<file path="src/rtl/mp64_rst_ctrl.sv">
// Board-level reset sequencer for mp64_top: synchronises the raw reset, PLL lock and push-button,
// holds sys_rst_n low until the clock is stable, and records why the last reset happened.
module mp64_rst_ctrl #(
  parameter int unsigned SYNC_STAGES     = 2,
  parameter int unsigned HOLD_CYCLES     = 16,
  parameter int unsigned DEBOUNCE_CYCLES = 1_000_000
) (
  input  logic       clk,
  input  logic       rst_n,
  input  logic       pll_locked,
  input  logic       btn_rst_n,
  input  logic       sw_rst_req,
  input  logic       cause_clr,
  output logic       sys_rst_n,
  output logic [3:0] rst_cause,
  output logic [2:0] rst_state
);

  localparam int unsigned HOLD_W  = 16;
  localparam int unsigned DEB_W   = 20;
  localparam int unsigned CAUSE_W = 4;

  localparam logic [HOLD_W-1:0] HOLD_LAST = HOLD_W'(HOLD_CYCLES - 1);
  localparam logic [DEB_W-1:0]  DEB_MAX   = DEB_W'(DEBOUNCE_CYCLES);

  localparam int unsigned CAUSE_POR  = 0;
  localparam int unsigned CAUSE_BTN  = 1;
  localparam int unsigned CAUSE_SW   = 2;
  localparam int unsigned CAUSE_LOCK = 3;

  typedef enum logic [2:0] {
    ST_ASSERT    = 3'd0,
    ST_WAIT_LOCK = 3'd1,
    ST_HOLD      = 3'd2,
    ST_RUN       = 3'd3,
    ST_BTN_WAIT  = 3'd4
  } state_t;

  logic [SYNC_STAGES-1:0] r_rst_sync;
  logic [1:0]             r_lock_sync;
  logic [1:0]             r_btn_sync;
  logic [DEB_W-1:0]       r_deb_cnt;
  logic [HOLD_W-1:0]      r_hold_cnt;
  logic [CAUSE_W-1:0]     r_rst_cause;
  logic                   r_sys_rst_n;
  state_t                 r_state;

  logic                   w_rst_sync;
  logic                   w_lock_sync;
  logic                   w_btn_sync;
  logic                   w_press;
  state_t                 w_state_nxt;
  logic [HOLD_W-1:0]      w_hold_nxt;
  logic [CAUSE_W-1:0]     w_cause_set;
  logic [CAUSE_W-1:0]     w_cause_nxt;

  assign w_rst_sync  = r_rst_sync[SYNC_STAGES-1];
  assign w_lock_sync = r_lock_sync[1];
  assign w_btn_sync  = r_btn_sync[1];
  assign w_press     = (r_deb_cnt == DEB_MAX);

  // Synchronisers: reset release is delayed, lock starts low, button starts released
  always_ff @(posedge clk or negedge rst_n) begin
    if (!rst_n) begin
      r_rst_sync  <= '0;
      r_lock_sync <= 2'b00;
      r_btn_sync  <= 2'b11;
    end else begin
      r_rst_sync  <= {r_rst_sync[SYNC_STAGES-2:0], 1'b1};
      r_lock_sync <= {r_lock_sync[0], pll_locked};
      r_btn_sync  <= {r_btn_sync[0], btn_rst_n};
    end
  end

  // Debounce: count consecutive low samples, saturating so a long press stays asserted
  always_ff @(posedge clk or negedge rst_n) begin
    if (!rst_n) begin
      r_deb_cnt <= '0;
    end else if (w_btn_sync) begin
      r_deb_cnt <= '0;
    end else if (r_deb_cnt != DEB_MAX) begin
      r_deb_cnt <= r_deb_cnt + DEB_W'(1);
    end
  end

  always_ff @(posedge clk or negedge rst_n) begin
    if (!rst_n) begin
      r_state     <= ST_ASSERT;
      r_hold_cnt  <= '0;
      r_rst_cause <= CAUSE_W'(1);
      r_sys_rst_n <= 1'b0;
    end else begin
      r_state     <= w_state_nxt;
      r_hold_cnt  <= w_hold_nxt;
      r_rst_cause <= w_cause_nxt;
      r_sys_rst_n <= (w_state_nxt == ST_RUN);
    end
  end

  always_comb begin
    w_state_nxt = r_state;
    w_hold_nxt  = r_hold_cnt;
    w_cause_set = '0;
    case (r_state)
      ST_ASSERT: begin
        if (w_rst_sync) w_state_nxt = ST_WAIT_LOCK;
      end
      ST_WAIT_LOCK: begin
        if (w_press) begin
          w_state_nxt            = ST_BTN_WAIT;
          w_cause_set[CAUSE_BTN] = 1'b1;
        end else if (w_lock_sync) begin
          w_state_nxt = ST_HOLD;
          w_hold_nxt  = '0;
        end
      end
      ST_HOLD: begin
        if (!w_lock_sync) begin
          w_state_nxt = ST_WAIT_LOCK;
        end else if (w_press) begin
          w_state_nxt            = ST_BTN_WAIT;
          w_cause_set[CAUSE_BTN] = 1'b1;
        end else if (r_hold_cnt == HOLD_LAST) begin
          w_state_nxt = ST_RUN;
        end else begin
          w_hold_nxt = r_hold_cnt + HOLD_W'(1);
        end
      end
      ST_RUN: begin
        if (!w_lock_sync) begin
          w_state_nxt             = ST_WAIT_LOCK;
          w_cause_set[CAUSE_LOCK] = 1'b1;
        end else if (w_press) begin
          w_state_nxt            = ST_BTN_WAIT;
          w_cause_set[CAUSE_BTN] = 1'b1;
        end else if (sw_rst_req) begin
          w_state_nxt           = ST_HOLD;
          w_hold_nxt            = '0;
          w_cause_set[CAUSE_SW] = 1'b1;
        end
      end
      ST_BTN_WAIT: begin
        if (w_btn_sync) w_state_nxt = ST_WAIT_LOCK;
      end
      default: begin
        w_state_nxt = ST_ASSERT;
      end
    endcase
  end

  // A clear in RUN wipes the sticky bits, but a cause raised on the same edge survives
  always_comb begin
    w_cause_nxt = r_rst_cause | w_cause_set;
    if ((r_state == ST_RUN) && cause_clr) w_cause_nxt = w_cause_set;
  end

  assign sys_rst_n = r_sys_rst_n;
  assign rst_cause = r_rst_cause;
  assign rst_state = r_state;

endmodule

</file>
<file path="config.mk">
export PLATFORM = sky130hd
export DESIGN_NAME = mp64_rst_ctrl
export DESIGN_NICKNAME = d
export VERILOG_FILES = /design/src/rtl/mp64_rst_ctrl.sv
export SDC_FILE = /design/constraint.sdc
export NUM_CORES = 1
export LEC_CHECK = 0
export CAP_MARGIN = 10
export CELL_PAD_IN_SITES_DETAIL_PLACEMENT = 1
export CELL_PAD_IN_SITES_GLOBAL_PLACEMENT = 1
export CORE_MARGIN = 3
export CORE_UTILIZATION = 50
export CTS_CLUSTER_SIZE = 8
export DETAILED_ROUTE_END_ITERATION = 12
export PLACE_DENSITY_LB_ADDON = 0.1
export SYNTH_ARGS = -nofsm -noshare
export SYNTH_HDL_FRONTEND = slang
export SYNTH_SLANG_ARGS = --single-unit
</file>
<file path="constraint.sdc">
create_clock -name clk -period 6 [get_ports clk]
set_clock_uncertainty 0.2 [all_clocks]
set_input_delay 0.6 -clock clk [delete_from_list [all_inputs] [get_ports clk]]
set_output_delay 0.6 -clock clk [all_outputs]
set_load 0.1 [all_outputs]
</file>
Word level (Yosys, flattened, before mapping)
Index checks and enable logic that the tools add are counted.
{"block": "classes", "add_sub_neg": 2, "n_mul": 0, "div_mod_pow": 0, "magnitude_cmp": 0, "n_eq_ne": 16, "shifts": 0, "muxes": 31, "bitwise": 1, "n_reduce_logical": 5}
{"op": "16-bit two-way mux", "n": 8}
{"op": "16-bit case mux with 3 select lines", "n": 1}
{"op": "20-bit two-way mux", "n": 2}
{"op": "3-bit two-way mux", "n": 10}
{"op": "20-bit by 1-bit adder with 20-bit output (second input constant)", "n": 1}
{"op": "20-bit equality test (second input constant)", "n": 1}
{"op": "20-bit inequality test (second input constant)", "n": 1}
{"op": "16-bit by 1-bit adder with 16-bit output (second input constant)", "n": 1}
{"op": "16-bit by 4-bit equality test with 1-bit output (second input constant)", "n": 1}
{"op": "2-bit inequality test (second input constant)", "n": 8}
{"op": "3-bit case mux with 5 select lines", "n": 1}
{"op": "3-bit by 2-bit equality test with 1-bit output (second input constant)", "n": 3}
{"op": "9-bit AND reduction", "n": 1}
{"op": "1-bit two-way mux", "n": 5}
{"op": "2-bit two-way mux", "n": 2}
{"op": "4-bit two-way mux", "n": 1}
{"op": "4-bit bitwise OR", "n": 1}
{"op": "3-bit by 1-bit equality test with 1-bit output (second input constant)", "n": 1}
{"op": "3-bit equality test (second input constant)", "n": 1}
{"op": "3-bit logical NOT", "n": 1}
{"op": "1-bit case mux with 3 select lines", "n": 1}
{"op": "3-bit nonzero test", "n": 1}
{"op": "2-bit nonzero test", "n": 1}
{"op": "1-bit logical AND", "n": 1}
{"block": "totals", "register_bits": 50, "latchBits": 0, "ramBits": 0, "romBits": 0, "input_bits": 6, "output_inout_bits": 8, "elab_cells": 63, "mem_count": 0}

Logic depth before layout (Yosys ltp)
Gate-level depths: netlist of run 1.
{"block": "depth", "word_depth": 6, "depth_mapped": 8}

Worst setup path before layout of run 1
OpenSTA, ideal clock, no wires.
{"block": "synth_path", "path_type": "register to register", "start": "register r_state[2], in the netlist rst_state[2]", "end": "register r_hold_cnt[7]", "setup_time_ns": 0.127, "arrival_time_ns": 2.339, "required_ns": 5.673, "path_slack_ns": 3.334, "stages_incl_launch_ff": 6, "period_less_slack_ns": 2.666, "cell_sequence": "dfrtp_1 -> clkbuf_1 -> nor3b_1 -> nor4_2 -> nand3_1 -> a221o_2"}
{"block": "synth_between", "elab_chain_len": 3}
{"item": "start, declared", "line_no": "46", "rtl": "state_t r_state;"}
{"item": "start signal, assigned", "line_no": "93", "rtl": "r_state <= w_state_nxt;"}
{"item": "3-bit by 2-bit equality test with 1-bit output / 3-bit by 1-bit equality test with 1-bit output (equally long branches)", "line_no": "104", "rtl": "case (r_state)"}
{"item": "2-bit inequality test (no line) / 3-bit nonzero test (equally long branches)"}
{"item": "9-bit AND reduction (no line)"}
{"item": "end signal, assigned", "line_no": "94", "rtl": "r_hold_cnt <= w_hold_nxt;"}
{"item": "end, declared", "line_no": "43", "rtl": "logic [HOLD_W-1:0] r_hold_cnt;"}
Parallel ways exist; a longest one is shown, timed or not.
A chain may end at the register's enable or synchronous reset.

Worst setup path in the final report of run 1
{"block": "layout_path", "start": "register r_state[0], in the netlist rst_state[0]", "end": "output port rst_state[0]"}
{"item": "end, declared", "line_no": "16", "rtl": "output logic [2:0] rst_state"}
No word-level cell between the ends.

==> impl_metrics.ini, run 1 <==
[run_status]
status = completed

[clock_tree]
ctsRootBufferMaster = clkbuf_8
cts_tree = built
cts.sinks = 50
insertion_delay_ns = 0.30
clk_pin_slew_ns = 0.08
cts_made_buffers = 5
cts.repair.resized = 0
ctsHoldBuffers = 0
post_cts_buffers = 0
cts_buffer_depth = 2
htree_num_levels = 2

[job]
maxCapViolations = 0

[drt]
viasPerCell = 5.82
via_count = 1962
drt_iter0_drc = 132
drc_errors = 0
ant_nets = 0
firstDrtPassIters = 4
wl_per_cell_um = 16.6
wirelength_mm = 5.58

[cells_and_area]
area_growth_pct = 10.5
finalInstanceArea_mm2 = 0.00280
n_fill_cell = 563
diodes = 0
drive_gt1_frac = 0.0852
nNetsFinal = 278

[power_and_ir_drop]
p_per_area_mw_per_mm2 = 293
p_total_uw = 821
p_leak_nw = 1.11
ir_drop_v = 0.000283

[global_route]
grt_remaining_overflow = 0
antenna_found_initial = 0
grt_usage = 0.204
grt_pass1_wl_mm = 9.87
grt_max_degree = 51
grt_pass1_vias = 1993

[timing]
slew_headroom = 0.345
hold_violations = 0
worst_pin_slew_ns = 0.980
drv_slew = 0
finalCriticalPeriod_ns = 2.85
setup_tns_ns = 0
setup_violations = 0
grt_setup_unrepaired = no
clock.fmax_ghz = 0.351
finalCritPeriodShare = 0.475
worst_slack_ns = 3.15
holdWs_ns = 0.154

[synthesis]
synthesis.area_mm2 = 0.00253
synth_edf_count = 0
synth_ff_type = dfrtp_1
ys_ff_latch = 50
synthArstFlopShare = 1.00
ys_types = 49
syn_avg_cell_area_um2 = 9.90
syn-num-nets = 265
ys_seq_area_frac = 0.495
postSynthCellCount = 256
yosysWarningCount = 0

[floorplanning]
die-area_mm2 = 0.00596
pin_count = 14
fp.dieH_um = 77.2
die_x_um = 77.2
row_count = 25
start_util = 0.526
core_region_area_mm2 = 0.00482

[setup_path]
critPathTopFamily = buffers and inverters
path_max_fanout = 12
path_cells = clkdlybuf4s50_1
required_ns = 5.20
crit_buf_inv = 1
cp-start-kind = flip-flop
max_stage_delay_ns = 1.21
worst_ep_arrival_time_ns = 2.05
path_class = flip-flop to output pin
critPathCaptureType = output pin
crit_slowest_cell = clkdlybuf4s50_1

[placement]
placed_area_mm2 = 0.00271
place_hpwl_mm = 3.87
place_congestion = 0.839
pre_cts_slack_ns = 3.18
place.port_buffers = 13

[hold_path]
hold_class = flip-flop to flip-flop
==> routing by layer <==
layer | GRT usage | up-vias | share of wire
li1 | - | 948 | -
met1 | 0.281 | 982 | 0.48
met2 | 0.326 | 28 | 0.48
met3 | 0.0434 | 4 | 0.030
met4 | 0.0569 | 0 | 0.0091
met5 | 0 | - | 0
==> metrics by stage <==
step	util	std cells
after CTS	0.581	337
after floorplan	-	256
final	0.581	337
after global placement	0.563	329
after detailed placement	0.563	329
after global routing	0.581	337
==> cell usage after synthesis, types with 2 or more instances <==
master    count  share of area
nor2b_1       3         0.0074
and2_1        2         0.0049
nand3_1      17          0.034
dfstp_2       3          0.031
dfrtp_1      47           0.46
o41ai_1       2         0.0069
and4_1        2         0.0069
a21oi_1       8          0.016
a41oi_1       2         0.0069
o21ai_0      18          0.036
nor3b_1       2         0.0059
o31ai_1      10          0.030
a31oi_1       7          0.017
nand2_1      18          0.027
clkbuf_2      2         0.0040
nor2_1       32          0.047
xnor2_1       6          0.021
nor4b_1       2         0.0069
clkbuf_1      5         0.0074
nor3_1        5         0.0099
nand4_1       8          0.020
nand3b_1      2         0.0059
nor4_1        2         0.0049
mux2i_1       2         0.0079
ha_1          3          0.015
inv_1         5         0.0074
mux2_2        2         0.0089
xor2_1       12          0.041
and3_1        6          0.015
nor4bb_1      2         0.0079
==> placed cells by master (no fill, tap or decap), types with 2 or more instances in the layout <==
cell type,instances
a21oi_1,8
a31oi_1,7
a41oi_1,2
and2_1,2
and3_1,6
and4_1,2
clkbuf_1,2
clkbuf_8,6
clkdlybuf4s50_1,12
dfrtp_1,47
dfstp_2,3
ha_1,3
inv_1,5
mux2_2,2
mux2i_1,2
nand2_1,18
nand3_1,17
nand3b_1,2
nand4_1,8
nor2_1,32
nor2b_1,3
nor3_1,5
nor3b_1,2
nor4_1,2
nor4b_1,2
nor4bb_1,2
o21ai_0,18
o31ai_1,10
o41ai_1,2
xnor2_1,6
xor2_1,12
==> report_power, final <==
group | total (mW) | switching, mW | internal, mW
clock network | 0.201 | 0.107 | 0.0943
registers | 0.384 | 0.0254 | 0.358
logic | 0.236 | 0.174 | 0.0617
total | 0.821 | 0.306 | 0.514
==> flip-flops by register name (all words and copies together), names as in the netlist <==
name         count
r_lock_sync      2
rst_cause        4
sys_rst_n        1
rst_state        3
r_deb_cnt       20
r_hold_cnt      16
r_btn_sync       2
r_rst_sync       2
==> logic make-up after synthesis <==
| logic type | synth area share |
|---|---|
| xor+xnor | 0.0622 |
| mux | 0.0168 |
| buf+inv | 0.0232 |
| simple gates | 0.240 |
| flops | 0.495 |
| fa+ha+maj | 0.0148 |
| other cells | 0.00148 |
| compound gates | 0.146 |
==> final timing paths <==
check	from	endpoint	slack [ns]	cells past startpoint
setup / recovery	rst_state[0]$_DFF_PN0_	rst_state[0]	3.15	1
hold / removal	r_rst_sync[0]$_DFF_PN0_	r_rst_sync[1]$_DFF_PN0_	0.15	0
setup reg to reg	r_deb_cnt[2]$_DFFE_PN0P_	r_hold_cnt[2]$_DFFE_PN0P_	3.21	4
hold reg to reg	r_rst_sync[0]$_DFF_PN0_	r_rst_sync[1]$_DFF_PN0_	0.15	0
max in group asynchronous	rst_n	r_hold_cnt[0]$_DFFE_PN0P_	4.96	2
min in group asynchronous	rst_n	r_deb_cnt[16]$_DFFE_PN0P_	0.19	2
==> layout make-up <==
type | instances | area (µm²) | share of cell area
Inverter | 5 | 18.8 | 0.00670
Sequential cell | 50 | 1250 | 0.448
Clock buffer | 8 | 90.1 | 0.0322
Multi-Input combinational cell | 193 | 1220 | 0.436
Tap cell | 67 | 83.8 | 0.0299
Timing Repair Buffer | 14 | 133 | 0.0474
Power figures use the tool's default switching activity.
==> inputs of run 2 (changes only) <==
--- a/config.mk
+++ b/config.mk
@@ -9,7 +9,7 @@
 export CELL_PAD_IN_SITES_DETAIL_PLACEMENT = 1
 export CELL_PAD_IN_SITES_GLOBAL_PLACEMENT = 1
 export CORE_MARGIN = 3
-export CORE_UTILIZATION = 50
+export CORE_UTILIZATION = 46
 export CTS_CLUSTER_SIZE = 8
 export DETAILED_ROUTE_END_ITERATION = 12
 export PLACE_DENSITY_LB_ADDON = 0.1
==> constraint.sdc (replaced) <==
create_clock -name clk -period 2.75 [get_ports clk]
set_clock_uncertainty 0.2 [all_clocks]
set_input_delay 0.275 -clock clk [delete_from_list [all_inputs] [get_ports clk]]
set_output_delay 0.275 -clock clk [all_outputs]
set_load 0.1 [all_outputs]
==> run 2 against run 1 <==
Cell count grew 2.4%. Final area rose by 2.0%. Critical path depth rose by 6. Via count rose by 2.4%. Register-to-register slack worse by 2.9 ns. Clock power grew 150%. Sequential cell count is the same. Worst setup slack worse by 2.9 ns. Total power grew 130%. Die area rose by 8.0%.
==> impl_metrics.ini, run 2 (same netlist as run 1, synthesis figures left out) <==
[drt]
via_count = 2009
viasPerCell = 5.82
firstDrtPassIters = 5
wl_per_cell_um = 16.9
drt_iter0_drc = 85
drc_errors = 0
ant_nets = 0
wirelength_mm = 5.82

[timing]
grt_setup_unrepaired = no
slew_headroom = 0.481
worst_pin_slew_ns = 0.773
drv_slew = 0
finalCriticalPeriod_ns = 2.46
hold_violations = 0
finalCritPeriodShare = 0.893
setup_violations = 0
setup_tns_ns = 0
clock.fmax_ghz = 0.407

[power_and_ir_drop]
ir_drop_v = 0.000462
p_comb_frac = 0.280
p_leak_nw = 1.17
p_per_area_mw_per_mm2 = 648
seq_power_share = 0.453
p_total_mw = 1.85
internal_power_mw = 1.17
switching_share = 0.368
pwr-share-clk = 0.268
p_sw_uw = 681

[setup_path]
startpoint = r_deb_cnt[0]$_DFFE_PN0P_
path_class = flip-flop to flip-flop
r2r_setup_slack_ns = 0.29
r2r_end = r_hold_cnt[3]$_DFFE_PN0P_
r2r_cells = 7
cp-start-kind = flip-flop
rr_startpoint = r_deb_cnt[0]$_DFFE_PN0P_
critPathCaptureType = flip-flop
path_max_fanout = 13
worst_ep_arrival_time_ns = 2.44
required_ns = 2.73

[cells_and_area]
n_fill_cell = 613
largest-register = r_deb_cnt
diodes = 0
area_growth_pct = 12.7
largest_reg_flops = 20
nNetsFinal = 283
mostFrequentLayoutCells = dfrtp_1, nor2_1, nand2_1, o21ai_0, nand3_1
drive_gt1_frac = 0.135
final_common_cell = dfrtp_1

[clock_tree]
cts_made_buffers = 5
insertion_delay_ns = 0.30
cts_tree = built
post_cts_buffers = 0
cts_buffer_depth = 2
htree_num_levels = 2
ctsRootBufferMaster = clkbuf_8
clk_pin_slew_ns = 0.09
cts.sinks = 50

[global_route]
grt_remaining_overflow = 0
grt_max_degree = 51
grt_pass1_vias = 2067
grt_pass1_wl_mm = 10.1
antenna_found_initial = 0
grt_usage = 0.201

[placement]
place.port_buffers = 13
place_hpwl_mm = 4.00
place_congestion = 0.764

[floorplanning]
core_region_area_mm2 = 0.00520
row_count = 26
start_util = 0.487
pin_count = 14
die-area_mm2 = 0.00643
fp.dieH_um = 80.2
die_x_um = 80.2

[hold_path]
min-delay-start = r_btn_sync[0]$_DFF_PN1_
hold_class = flip-flop to flip-flop
min_to = r_btn_sync[1]$_DFF_PN1_
whs_path_depth = 0

[run_status]
status = completed

[job]
maxCapViolations = 0
==> run 2: cell count changes in the layout (fill, tap and decap cells not counted), sizes merged <==
cell	delta
buf	+12
clkdlybuf4s50	-8
dlygate4sd3	+1
==> run 2: final cells by class <==
cell class,count,area (µm²),area share
sequential,50,1250,0.439
multi-input combinational,193,1220,0.427
timing repair buffer,19,165,0.0578
clock buffer,8,110,0.0385
tap,70,87.6,0.0307
inverter,5,18.8,0.00657
==> run 2: how the worst max path moves through the flow <==
stage,cells past startpoint,slack [ns],endpoint
after floorplan,5,0.08,r_hold_cnt[7]$_DFFE_PN0P_
after global placement,4,0.36,r_hold_cnt[2]$_DFFE_PN0P_
after detailed placement,7,0.29,r_hold_cnt[14]$_DFFE_PN0P_
after CTS,7,0.25,r_hold_cnt[3]$_DFFE_PN0P_
after global routing,7,0.06,r_hold_cnt[3]$_DFFE_PN0P_
final,7,0.29,r_hold_cnt[3]$_DFFE_PN0P_
==> run 2: metrics by stage <==
stage	worst slack [ns]	instance area, µm²	util	instances	hold WS [ns]
after detailed placement	0.294	2740	0.526	336	0.0865
after global routing	0.0560	2860	0.549	345	0.166
after floorplan	0.0845	2530	-	256	-0.221
after CTS	0.253	2860	0.549	345	0.163
final	0.295	2860	0.549	345	0.161
after global placement	0.356	2740	0.526	336	0.0861
==> run 2: what timing repair did <==
item	in CTS	in global routing
gates resized for setup	0	0
hold endpoints to repair	47	0
hold buffers	1	0
==> run 2: worst max-delay path: stages (launching register included) <==
cell and delay [ns]:
dfrtp_1 0.42, inv_1 0.10, ha_1 0.18, nor4bb_1 0.24
nand2_1 0.21, o41ai_4 0.47, or2_2 0.40, o31ai_1 0.13
==> run 2: layer usage <==
metal | GRT usage | up-vias | wire [µm]
met5 | 0 | - | 0
met4 | 0.0473 | 0 | 58
met3 | 0.0415 | 7 | 169
met2 | 0.329 | 29 | 2840
met1 | 0.274 | 1010 | 2750
li1 | - | 963 | -
==> run 2: power groups by stage <==
stage	sequential (mW)	combinational [mW]	clock [mW]
after floorplan	1.05	0.191	0
after global placement	0.849	0.511	0
after detailed placement	0.853	0.518	0
after CTS	0.839	0.523	0.506
after global routing	0.849	0.558	0.539
final	0.838	0.518	0.495
==> inputs of run 3 (changes only) <==
--- a/config.mk
+++ b/config.mk
@@ -9,10 +9,12 @@
 export CELL_PAD_IN_SITES_DETAIL_PLACEMENT = 1
 export CELL_PAD_IN_SITES_GLOBAL_PLACEMENT = 1
 export CORE_MARGIN = 3
-export CORE_UTILIZATION = 46
+export CORE_UTILIZATION = 48
+export CTS_BUF_LIST = sky130_fd_sc_hd__clkbuf_2
 export CTS_CLUSTER_SIZE = 8
 export DETAILED_ROUTE_END_ITERATION = 12
 export PLACE_DENSITY_LB_ADDON = 0.1
+export SLEW_MARGIN = 30
 export SYNTH_ARGS = -nofsm -noshare
 export SYNTH_HDL_FRONTEND = slang
 export SYNTH_SLANG_ARGS = --single-unit
==> run 3 against run 2 <==
Combinational power shrank 2%. Critical path type unchanged. Highest routed layer unchanged. Largest power group unchanged. Final area is 1.5% lower. Sequential share of layout area rose by 0.68 points.
==> impl_metrics.ini, run 3 (same netlist as run 1, synthesis figures left out) <==
[floorplanning]
row_count = 25
core_region_area_mm2 = 0.00491
die-area_mm2 = 0.00619
start_util = 0.516
die_x_um = 78.7
pin_count = 14
fp.dieH_um = 78.7

[power_and_ir_drop]
p_total_mw = 1.75
p_per_area_mw_per_mm2 = 621
ir_drop_v = 0.000523
p_leak_nw = 1.15

[drt]
wirelength_mm = 5.57
wl_met1_mm = 2.79
via_count = 2022
route.met3.wl_um = 139
wl_met2_mm = 2.59
viasPerCell = 5.88
topRoutingLayerUsed = met4
drc_errors = 0
ant_nets = 0
drt_iter0_drc = 106
wl_per_cell_um = 16.2
firstDrtPassIters = 4

[setup_path]
worst_ep_arrival_time_ns = 2.53
max_stage_delay_ns = 0.60
cp.depth = 5
r2r_setup_slack_ns = 0.38
startpoint = r_deb_cnt[2]$_DFFE_PN0P_
rr_startpoint = r_deb_cnt[2]$_DFFE_PN0P_
r2r_cells = 5
crit_buf_inv = 1
critPathCaptureType = flip-flop
required_ns = 2.91
r2r_end = r_hold_cnt[7]$_DFFE_PN0P_
cp-start-kind = flip-flop
path_class = flip-flop to flip-flop
path_max_fanout = 9
critPathTopFamily = compound AO/OA/AOI/OAI gates
path_cells = or4_4, o41ai_4, buf_4, nor4_1, a221o_2
crit_end = r_hold_cnt[7]$_DFFE_PN0P_
crit_slowest_cell = or4_4

[cells_and_area]
area_growth_pct = 11.0
mostFrequentLayoutCells = dfrtp_1, nor2_1, nand2_1, o21ai_0, nand3_1
largest_reg_flops = 20
largest-register = r_deb_cnt
final_common_cell = dfrtp_1
drive_gt1_frac = 0.137
nNetsFinal = 285
n_fill_cell = 584
finalInstanceArea_mm2 = 0.00281
diodes = 0

[global_route]
antenna_found_initial = 0
grt_remaining_overflow = 0
grt_usage = 0.204
grt_pass1_vias = 2017
grt_pass1_wl_mm = 9.94
grt_max_degree = 31

[timing]
setup_tns_ns = 0
grt_setup_unrepaired = no
setup_violations = 0
clock.fmax_ghz = 0.422
finalCriticalPeriod_ns = 2.37
slew_headroom = 0.481
finalCritPeriodShare = 0.862
hold_violations = 0
drv_slew = 0
worst_pin_slew_ns = 0.772

[hold_path]
hold_class = input port to flip-flop
whs_path_depth = 1

[job]
maxCapViolations = 0

[clock_tree]
ctsHoldBuffers = 2
insertion_delay_ns = 0.43
ctsRootBufferMaster = clkbuf_2
cts_buffer_depth = 2
cts.sinks = 50
clk_pin_slew_ns = 0.26
htree_num_levels = 2
cts.repair.resized = 0
post_cts_buffers = 0
cts_tree = built
cts_made_buffers = 5

[placement]
place_hpwl_mm = 3.93
place_congestion = 0.727
placed_area_mm2 = 0.00273
place.port_buffers = 13

[run_status]
status = completed
[run 3: cell types whose count changed in the layout (fill, tap and decap cells not counted), sizes merged]
cell	delta
clkbuf	-3
clkinv	+2
buf	+1
bufinv	+1
dlygate4sd3	+1
[run 3: worst register-to-register path: stages, from the launching register on]
cell     delay [ns]
dfrtp_1        0.50
or4_4          0.60
o41ai_4        0.42
buf_4          0.22
nor4_1         0.06
a221o_2        0.31
[run 3: metrics by stage]
step	hold WS (ns)	setup slack, ns	instances	utilization
floorplan	-0.221	0.0845	256	-
global placement	0.133	0.436	334	0.555
detailed placement	0.137	0.393	334	0.555
CTS	0.00127	0.359	344	0.573
global route	0.00324	0.253	344	0.573
finish	0.0374	0.380	344	0.573
[run 3: power by group]
part	internal (mW)	switching (mW)	leakage, nW	total [mW]
Clock	0.151	0.249	0.0427	0.399
Combinational	0.128	0.378	0.449	0.506
Sequential	0.784	0.0562	0.663	0.840
Total	1.06	0.683	1.15	1.75
[run 3: worst min path at each step]
stage | from | end
after floorplan | rst_n | r_deb_cnt[0]$_DFFE_PN0P_
after global placement | r_rst_sync[0]$_DFF_PN0_ | r_rst_sync[1]$_DFF_PN0_
after detailed placement | r_rst_sync[0]$_DFF_PN0_ | r_rst_sync[1]$_DFF_PN0_
after CTS | pll_locked | r_lock_sync[0]$_DFF_PN0_
after global routing | pll_locked | r_lock_sync[0]$_DFF_PN0_
final | pll_locked | r_lock_sync[0]$_DFF_PN0_
[run 3: routing by layer]
metal | vias to the layer above | track usage
li1 | 966 | -
met1 | 1029 | 0.287
met2 | 22 | 0.321
met3 | 5 | 0.0378
met4 | 0 | 0.0612
met5 | - | 0
[run 3: area by class of cell]
class	instances	area (µm²)	area share
multi-input combinational	193	1220	0.434
inverter	5	18.8	0.00667
clock buffer	5	25.0	0.00890
tap	67	83.8	0.0298
timing repair buffer	21	170	0.0605
clock inverter	3	40.0	0.0142
sequential	50	1250	0.446
